===== config.mk =====
export PLATFORM = sky130hd
export DESIGN_NAME = prbs_qam_src
export DESIGN_NICKNAME = d
export VERILOG_FILES = /design/src/rtl/prbs_qam_src.sv
export SDC_FILE = /design/constraint.sdc
export NUM_CORES = 1
export LEC_CHECK = 0
export ABC_AREA = 1
export BUFFER_PORTS_ARGS = -buffer_cell sky130_fd_sc_hd__buf_2
export CAP_MARGIN = 0
export CORE_UTILIZATION = 34
export CTS_CLUSTER_DIAMETER = 50
export DETAILED_ROUTE_END_ITERATION = 10
export GPL_TIMING_DRIVEN = 1
export PLACE_DENSITY = 0.54
export SETUP_SLACK_MARGIN = 0.4
export SLEW_MARGIN = 20
export SYNTH_ARGS = -nofsm -noshare
export SYNTH_HDL_FRONTEND = slang
export SYNTH_SLANG_ARGS = --single-unit

===== constraint.sdc =====
create_clock -name clk -period 4.65 [get_ports clk]
set_input_delay 0.93 -clock clk [delete_from_list [all_inputs] [get_ports clk]]
set_output_delay 0.93 -clock clk [all_outputs]
set_load 0.03 [all_outputs]

===== src/rtl/prbs_qam_src.sv =====
//----------------------------------------------------------------------------
// prbs_qam_src
//
// PRBS symbol source for the DSP test chain. A phase accumulator produces a
// fractional-rate bit tick; each tick advances a selectable-length Fibonacci
// LFSR. Emitted bits are packed into BPSK/QPSK/16QAM/64QAM symbols (optional
// Gray-coded per-axis index) and presented to the pulse-shaping filter over a
// valid/ready handshake with a sticky overflow flag.
//
// Optional feature macro: PRBS_ERR_INJ_EN
//   defined   : err_inj port exists; a pulse inverts the next emitted bit.
//   undefined : no err_inj port, no inversion logic.
//
// Parameters
//   WIDTH  signed I/Q sample width (4..16)
//   ACC_W  rate accumulator width (8..32)
//
// Ports
//   clk, rst        clock; synchronous active-high reset
//   en              run enable, gates the accumulator
//   rate            accumulator increment (bit rate = f_clk*rate/2^ACC_W)
//   pn_sel          polynomial: 0 PN7, 1 PN9, 2 PN11, 3 PN15, 4 PN23,
//                   5 PN31, 6/7 PN7
//   mod_sel         0 BPSK, 1 QPSK, 2 16QAM, 3 64QAM
//   gray            1 = per-axis index is Gray coded
//   err_inj         error-insert pulse (PRBS_ERR_INJ_EN only)
//   bit_out         emitted PRBS bit, qualified by bit_valid
//   bit_valid       one-cycle strobe, one cycle after the carry cycle
//   pat_sync        strobe on the first bit of each PRBS period
//   i_out, q_out    signed symbol levels
//   sym_valid       symbol available
//   sym_ready       downstream accepts the symbol
//   overflow        sticky: a completed symbol was dropped
//----------------------------------------------------------------------------
module prbs_qam_src #(
  parameter int WIDTH = 16,
  parameter int ACC_W = 24
) (
  input  logic                    clk,
  input  logic                    rst,
  input  logic                    en,
  input  logic [ACC_W-1:0]        rate,
  input  logic [2:0]              pn_sel,
  input  logic [1:0]              mod_sel,
  input  logic                    gray,
`ifdef PRBS_ERR_INJ_EN
  input  logic                    err_inj,
`endif
  output logic                    bit_out,
  output logic                    bit_valid,
  output logic                    pat_sync,
  output logic signed [WIDTH-1:0] i_out,
  output logic signed [WIDTH-1:0] q_out,
  output logic                    sym_valid,
  input  logic                    sym_ready,
  output logic                    overflow
);

  //--------------------------------------------------------------------------
  // Level constants. Levels are (2m-(M-1))*scale with
  // scale = floor((2^(WIDTH-1)-1)/(M-1)); the product always fits in
  // WIDTH bits, the extra 4 bits only keep the intermediate exact.
  //--------------------------------------------------------------------------
  localparam int LW = WIDTH + 4;
  localparam int FULL_SCALE = (1 << (WIDTH - 1)) - 1;
  localparam logic signed [LW-1:0] SCALE2 = LW'(FULL_SCALE);
  localparam logic signed [LW-1:0] SCALE4 = LW'(FULL_SCALE / 3);
  localparam logic signed [LW-1:0] SCALE8 = LW'(FULL_SCALE / 7);
  localparam logic signed [LW-1:0] ONE    = LW'(1);
  localparam logic signed [LW-1:0] THREE  = LW'(3);
  localparam logic signed [LW-1:0] SEVEN  = LW'(7);

  // Axis level for index m with ka bits per axis (ka = 1, 2 or 3).
  function automatic logic signed [WIDTH-1:0] level_of(
    input logic [2:0] m,
    input logic [1:0] ka
  );
    logic signed [LW-1:0] twice_m;
    logic signed [LW-1:0] odd;
    logic signed [LW-1:0] prod;
    twice_m = $signed({{WIDTH{1'b0}}, m, 1'b0});
    case (ka)
      2'd1: begin
        odd  = twice_m - ONE;
        prod = odd * SCALE2;
      end
      2'd2: begin
        odd  = twice_m - THREE;
        prod = odd * SCALE4;
      end
      default: begin
        odd  = twice_m - SEVEN;
        prod = odd * SCALE8;
      end
    endcase
    return prod[WIDTH-1:0];
  endfunction

  // Gray-to-binary on a zero-extended index; leading zeros do not change
  // the conversion, so one 3-bit function serves every constellation.
  function automatic logic [2:0] gray_to_bin(input logic [2:0] g);
    return {g[2], g[2] ^ g[1], g[2] ^ g[1] ^ g[0]};
  endfunction

  //--------------------------------------------------------------------------
  // Rate accumulator: the carry out of acc + rate is the bit tick.
  //--------------------------------------------------------------------------
  logic [ACC_W-1:0] acc;
  logic [ACC_W:0]   acc_sum;
  logic             bit_tick;

  assign acc_sum  = {1'b0, acc} + {1'b0, rate};
  assign bit_tick = en & acc_sum[ACC_W];

  //--------------------------------------------------------------------------
  // Registered configuration. A difference between the live inputs and the
  // registered copy restarts the pattern; the tick of that cycle is dropped
  // so the first bit afterwards is the first bit of the new sequence.
  //--------------------------------------------------------------------------
  logic [2:0] pn_r;
  logic [1:0] mod_r;
  logic       gray_r;
  logic       cfg_chg;
  logic       tick_eff;

  assign cfg_chg  = (pn_sel != pn_r) | (mod_sel != mod_r) | (gray != gray_r);
  assign tick_eff = bit_tick & ~cfg_chg;

  //--------------------------------------------------------------------------
  // LFSR taps and period length for the selected polynomial.
  //--------------------------------------------------------------------------
  logic [30:0] lfsr;
  logic [30:0] pcnt;
  logic [30:0] pcnt_max;
  logic        fb;

  always_comb begin
    fb       = lfsr[6] ^ lfsr[5];
    pcnt_max = 31'd126;
    case (pn_r)
      3'd1: begin
        fb       = lfsr[8] ^ lfsr[4];
        pcnt_max = 31'd510;
      end
      3'd2: begin
        fb       = lfsr[10] ^ lfsr[8];
        pcnt_max = 31'd2046;
      end
      3'd3: begin
        fb       = lfsr[14] ^ lfsr[13];
        pcnt_max = 31'd32766;
      end
      3'd4: begin
        fb       = lfsr[22] ^ lfsr[17];
        pcnt_max = 31'd8388606;
      end
      3'd5: begin
        fb       = lfsr[30] ^ lfsr[27];
        pcnt_max = 31'h7FFF_FFFE;
      end
      default: ;
    endcase
  end

  //--------------------------------------------------------------------------
  // Error insertion: a pending request (or a pulse in the tick cycle itself)
  // inverts the emitted bit only; the LFSR keeps the true feedback.
  //--------------------------------------------------------------------------
  logic inv;

`ifdef PRBS_ERR_INJ_EN
  logic err_pend;

  assign inv = err_pend | err_inj;

  always_ff @(posedge clk) begin
    if (rst) begin
      err_pend <= 1'b0;
    end else if (tick_eff) begin
      err_pend <= 1'b0;
    end else if (err_inj) begin
      err_pend <= 1'b1;
    end
  end
`else
  assign inv = 1'b0;
`endif

  logic emit;
  assign emit = fb ^ inv;

  //--------------------------------------------------------------------------
  // Symbol packing. sym_sr holds the bits already received for the current
  // symbol, oldest in the highest used position, so {sym_sr, emit} has the
  // first bit of the symbol at position k-1 when the last bit arrives.
  //--------------------------------------------------------------------------
  logic [2:0] bcnt;
  logic [4:0] sym_sr;
  logic [5:0] word;
  logic [2:0] k_m1;
  logic [1:0] ka;
  logic [2:0] i_bits;
  logic [2:0] q_bits;
  logic [2:0] i_idx;
  logic [2:0] q_idx;
  logic signed [WIDTH-1:0] i_lvl;
  logic signed [WIDTH-1:0] q_lvl;

  assign word = {sym_sr, emit};

  always_comb begin
    k_m1   = 3'd0;
    ka     = 2'd1;
    i_bits = {2'b00, word[0]};
    q_bits = 3'd0;
    case (mod_r)
      2'd1: begin
        k_m1   = 3'd1;
        ka     = 2'd1;
        i_bits = {2'b00, word[1]};
        q_bits = {2'b00, word[0]};
      end
      2'd2: begin
        k_m1   = 3'd3;
        ka     = 2'd2;
        i_bits = {1'b0, word[3:2]};
        q_bits = {1'b0, word[1:0]};
      end
      2'd3: begin
        k_m1   = 3'd5;
        ka     = 2'd3;
        i_bits = word[5:3];
        q_bits = word[2:0];
      end
      default: ;
    endcase
  end

  assign i_idx = gray_r ? gray_to_bin(i_bits) : i_bits;
  assign q_idx = gray_r ? gray_to_bin(q_bits) : q_bits;
  assign i_lvl = level_of(i_idx, ka);
  // BPSK carries no quadrature component.
  assign q_lvl = (mod_r == 2'd0) ? '0 : level_of(q_idx, ka);

  //--------------------------------------------------------------------------
  // Output handshake. sym_valid/i_out/q_out form a standard valid/ready
  // register: a transfer happens on a rising clk with sym_valid & sym_ready;
  // while sym_valid & !sym_ready the payload holds stable. A completed symbol
  // loads when the register is empty or being emptied in the same cycle,
  // otherwise it is dropped and overflow latches until rst.
  //--------------------------------------------------------------------------
  logic sym_done;
  logic sym_load;
  logic sym_drop;

  assign sym_done = tick_eff & (bcnt == k_m1);
  assign sym_load = sym_done & (~sym_valid | sym_ready);
  assign sym_drop = sym_done & sym_valid & ~sym_ready;

  //--------------------------------------------------------------------------
  // Main state.
  //--------------------------------------------------------------------------
  always_ff @(posedge clk) begin
    if (rst) begin
      acc       <= '0;
      pn_r      <= pn_sel;
      mod_r     <= mod_sel;
      gray_r    <= gray;
      lfsr      <= '1;
      pcnt      <= '0;
      bcnt      <= '0;
      sym_sr    <= '0;
      bit_out   <= 1'b0;
      bit_valid <= 1'b0;
      pat_sync  <= 1'b0;
      i_out     <= '0;
      q_out     <= '0;
      sym_valid <= 1'b0;
      overflow  <= 1'b0;
    end else begin
      pn_r      <= pn_sel;
      mod_r     <= mod_sel;
      gray_r    <= gray;
      bit_valid <= tick_eff;
      pat_sync  <= tick_eff & (pcnt == '0);

      if (en) begin
        acc <= acc_sum[ACC_W-1:0];
      end

      if (cfg_chg) begin
        lfsr   <= '1;
        pcnt   <= '0;
        bcnt   <= '0;
        sym_sr <= '0;
      end else if (bit_tick) begin
        lfsr    <= {lfsr[29:0], fb};
        bit_out <= emit;
        pcnt    <= (pcnt == pcnt_max) ? '0 : pcnt + 31'd1;
        bcnt    <= sym_done ? 3'd0 : bcnt + 3'd1;
        sym_sr  <= {sym_sr[3:0], emit};
      end

      if (sym_load) begin
        i_out     <= i_lvl;
        q_out     <= q_lvl;
        sym_valid <= 1'b1;
      end else if (sym_valid & sym_ready) begin
        sym_valid <= 1'b0;
      end

      if (sym_drop) begin
        overflow <= 1'b1;
      end
    end
  end

endmodule


==> metrics <==
Net Sw Frac=0.327; Die Wd=169 um; pwr dens=291 nW/um2; Fmax=235 MHz; Crit. End Element=flop; # rows=60; Avg Inst Size Synth=7.03 um2; Internal Power=2.34 mW; crit path max fanout=5; post-detail-place hpwl=19700 um; number of global-route vias before repair=8702; clock sinks=137; met2 Resource Use GR=0.306; RSZ-0062 raised after global routing=true; sequential share of power=0.351; Detailed Routing Iterations Pass 1=7; mux share of post-synthesis cell area=0; clk_skew=0.0127 ns; vias per cell=4.96; combinational share of power=0.268; startpoint types=flop; EDFF count, synth=0; Routed WL=27200 um; via count=9203; status=finished, final reports clean; Post-Place Cells=1774; Final Cycle Share=0.915; Initial Utilization=0.349; Clock Pin Slew Worst Setup and Hold Paths=0.07 ns; number of CTS-inserted buffers=17; I/O Pins=71; Slew @ Worst Pin=1.06 ns; FFs w/ async S/R, synth=0; largest family of logic cells by synthesized area=simple AND/OR/NAND/NOR gates; DRC Markers=0; DR WL/cell=14.7 um; CP max stage cell=fa_1; die height=169 um; Area Overhead vs Synth=26.3%; hold slack=0.458 ns; top cell type's share of synthesized area=0.289; synthesized flop and latch total=137; cell family with most CP delay=adder cells; largest net degree at the start of global routing=44; Placer Congestion=0.906; CTS Buffer Depth=2; post-route antenna net violation count=0; Yosys top cell by area=dfxtp_1; Peak VDD IR=0.226 mV; crit path kind=flop to flop; xor/xnor share of the synthesized area=0.0286; worst skew pair latency=0.44 ns; Worst EP required=4.95 ns; GRT met3 Usage=0.0353; top cells by count, synth=nand2_1 (236), inv_1 (189), dfxtp_1 (137); Max-Cap Viols=0; fin nets=1620; Hold Path Class=flop to flop; relative slew slack=0.291; grt ovf=0; layout cells sized above 1=0.215; H-tree levels=4; first-pass GRT wire length=43900 um; CTS tree=built; clk root buf=clkbuf_16; ranking of synthesized cells by area=dfxtp_1 (29%), ha_1 (13%), nand2_1 (9.3%); GRT Total Usage=0.193; Setup violations, final=0; diodes inserted=0; Synth Area in Compound Gates=0.182; Post-Syn Instances=1349; switching pwr=1.14 mW; M1 GR Usage=0.269; final slew viol count=0; yosys warns=0; Post-CTS Hold Buffers=0; sequential area share after synthesis=0.289; post-synthesis simple-gate area fraction=0.239; Adder-Cell Fraction of Synth Area=0.164; critical path's largest stage delay=0.53 ns; dominant synthesized flop cell=dfxtp_1; CP arrival=4.56 ns; Core Footprint=27200 um2; dominant cell by count in the synthesized netlist=nand2_1; Port Buffers=70; Post-Syn Nets=1498; initial antenna violation count=0; mapped cell area=9490 um2; crit path buf inv count=7; Final Critical Period=4.26 ns; full die area=28600 um2; Fin. Hold Viols=0; clock power share=0.381; busiest grt layer=met2; Fin Setup TNS=0 ns; First DRT Iteration DRCs=603; Pleak=5.49 nW; count of different cell masters after synthesis=50; count of non-filler cells in the finished layout=1856
[state kept, by name (all words and copies together) (netlist names), 2 cells and up]
name    count
lfsr       31
pcnt       31
acc        24
i_out      16
q_out      16
sym_sr      5
bcnt        3
pn_r        3
mod_r       2
[worst min-delay path: stages (launching register included)]
cell	delay, ns
dfxtp_1	0.32
nand2_1	0.05
nand3_1	0.05
[final cells by class]
type	count	area (um2)
multi-input cells	976	6470
fillers	2794	15200
flip-flops and latches	137	2760
clock inverters	13	118
inverters	197	790
well taps	372	465
repair buffers	142	922
clock buffers	19	453
[cells in the final DEF (no fill, tap or decap), types with 6 or more instances in the layout]
cell       Yosys  final
buf_4          0     67
xor2_1        22     20
nand4_1       16     16
o21ai_0      110    102
nor4_1        11     11
nor2_4         2      6
a21oi_1      121    115
inv_2          7     21
ha_1          99     85
o21a_1         7      7
nand2_2        7     16
dfxtp_1      137    132
a211oi_1       8      8
fa_1          16     11
clkbuf_16      0     17
nand2_4        2     14
ha_4           0     14
nand3_1       85     70
xnor2_1        9      9
inv_1        189    165
nor2_1       121    114
nor3_1        35     34
a31oi_1        6      6
buf_2          6     70
inv_4          0      6
or2_2          6      6
nand2_1      236    212
nand3_2        0     11
o211ai_1      16     16
[power groups by stage]
stage          combinational [mW]  clock, mW  sequential (mW)
3_5_place_dp                0.782          0             1.25
4_1_cts                     0.857       1.36             1.22
6_report                    0.933       1.33             1.22
3_3_place_gp                0.780          0             1.25
5_1_grt                      1.05       1.42             1.23
2_1_floorplan               0.596          0             1.24
[metrics by stage]
stage	worst slack [ns]	total power [mW]	cell area (um2)	utilization
floorplan	0.386	1.84	9630	-
global placement	0.0885	2.03	10400	0.384
detailed placement	0.0126	2.03	10400	0.384
CTS	0.373	3.44	11500	0.422
global route	0.100	3.69	12000	0.441
finish	0.394	3.48	12000	0.441
[layer usage]
| metal | vias to the layer above | part of all wire |
|---|---|---|
| met5 | - | 0 |
| met4 | 0 | 0.012 |
| met3 | 27 | 0.047 |
| met2 | 189 | 0.45 |
| met1 | 4228 | 0.49 |
| li1 | 4759 | - |
[cell families after synthesis]
family          count (synthesis)
simple gates                  526
compound gates                304
buf+inv                       236
flops                         137
fa+ha+maj                     115
xor+xnor                       31
[final timing paths]
path | start | end | slack, ns | cells past startpoint
setup / recovery | pn_r[2] | q_out[15] | 0.39 | 28
setup reg to reg | pn_r[2] | q_out[15] | 0.39 | 28
hold reg to reg | lfsr[16] | lfsr[17] | 0.46 | 2
hold / removal | lfsr[16] | lfsr[17] | 0.46 | 2
[repair_timing]
action | in CTS | in global routing
setup buffers | 31 | 19
pin swaps | 27 | 44
gates resized for setup | 58 | 91
setup endpoints to repair | 19 | 22
(Power assumes the default switching activity.)
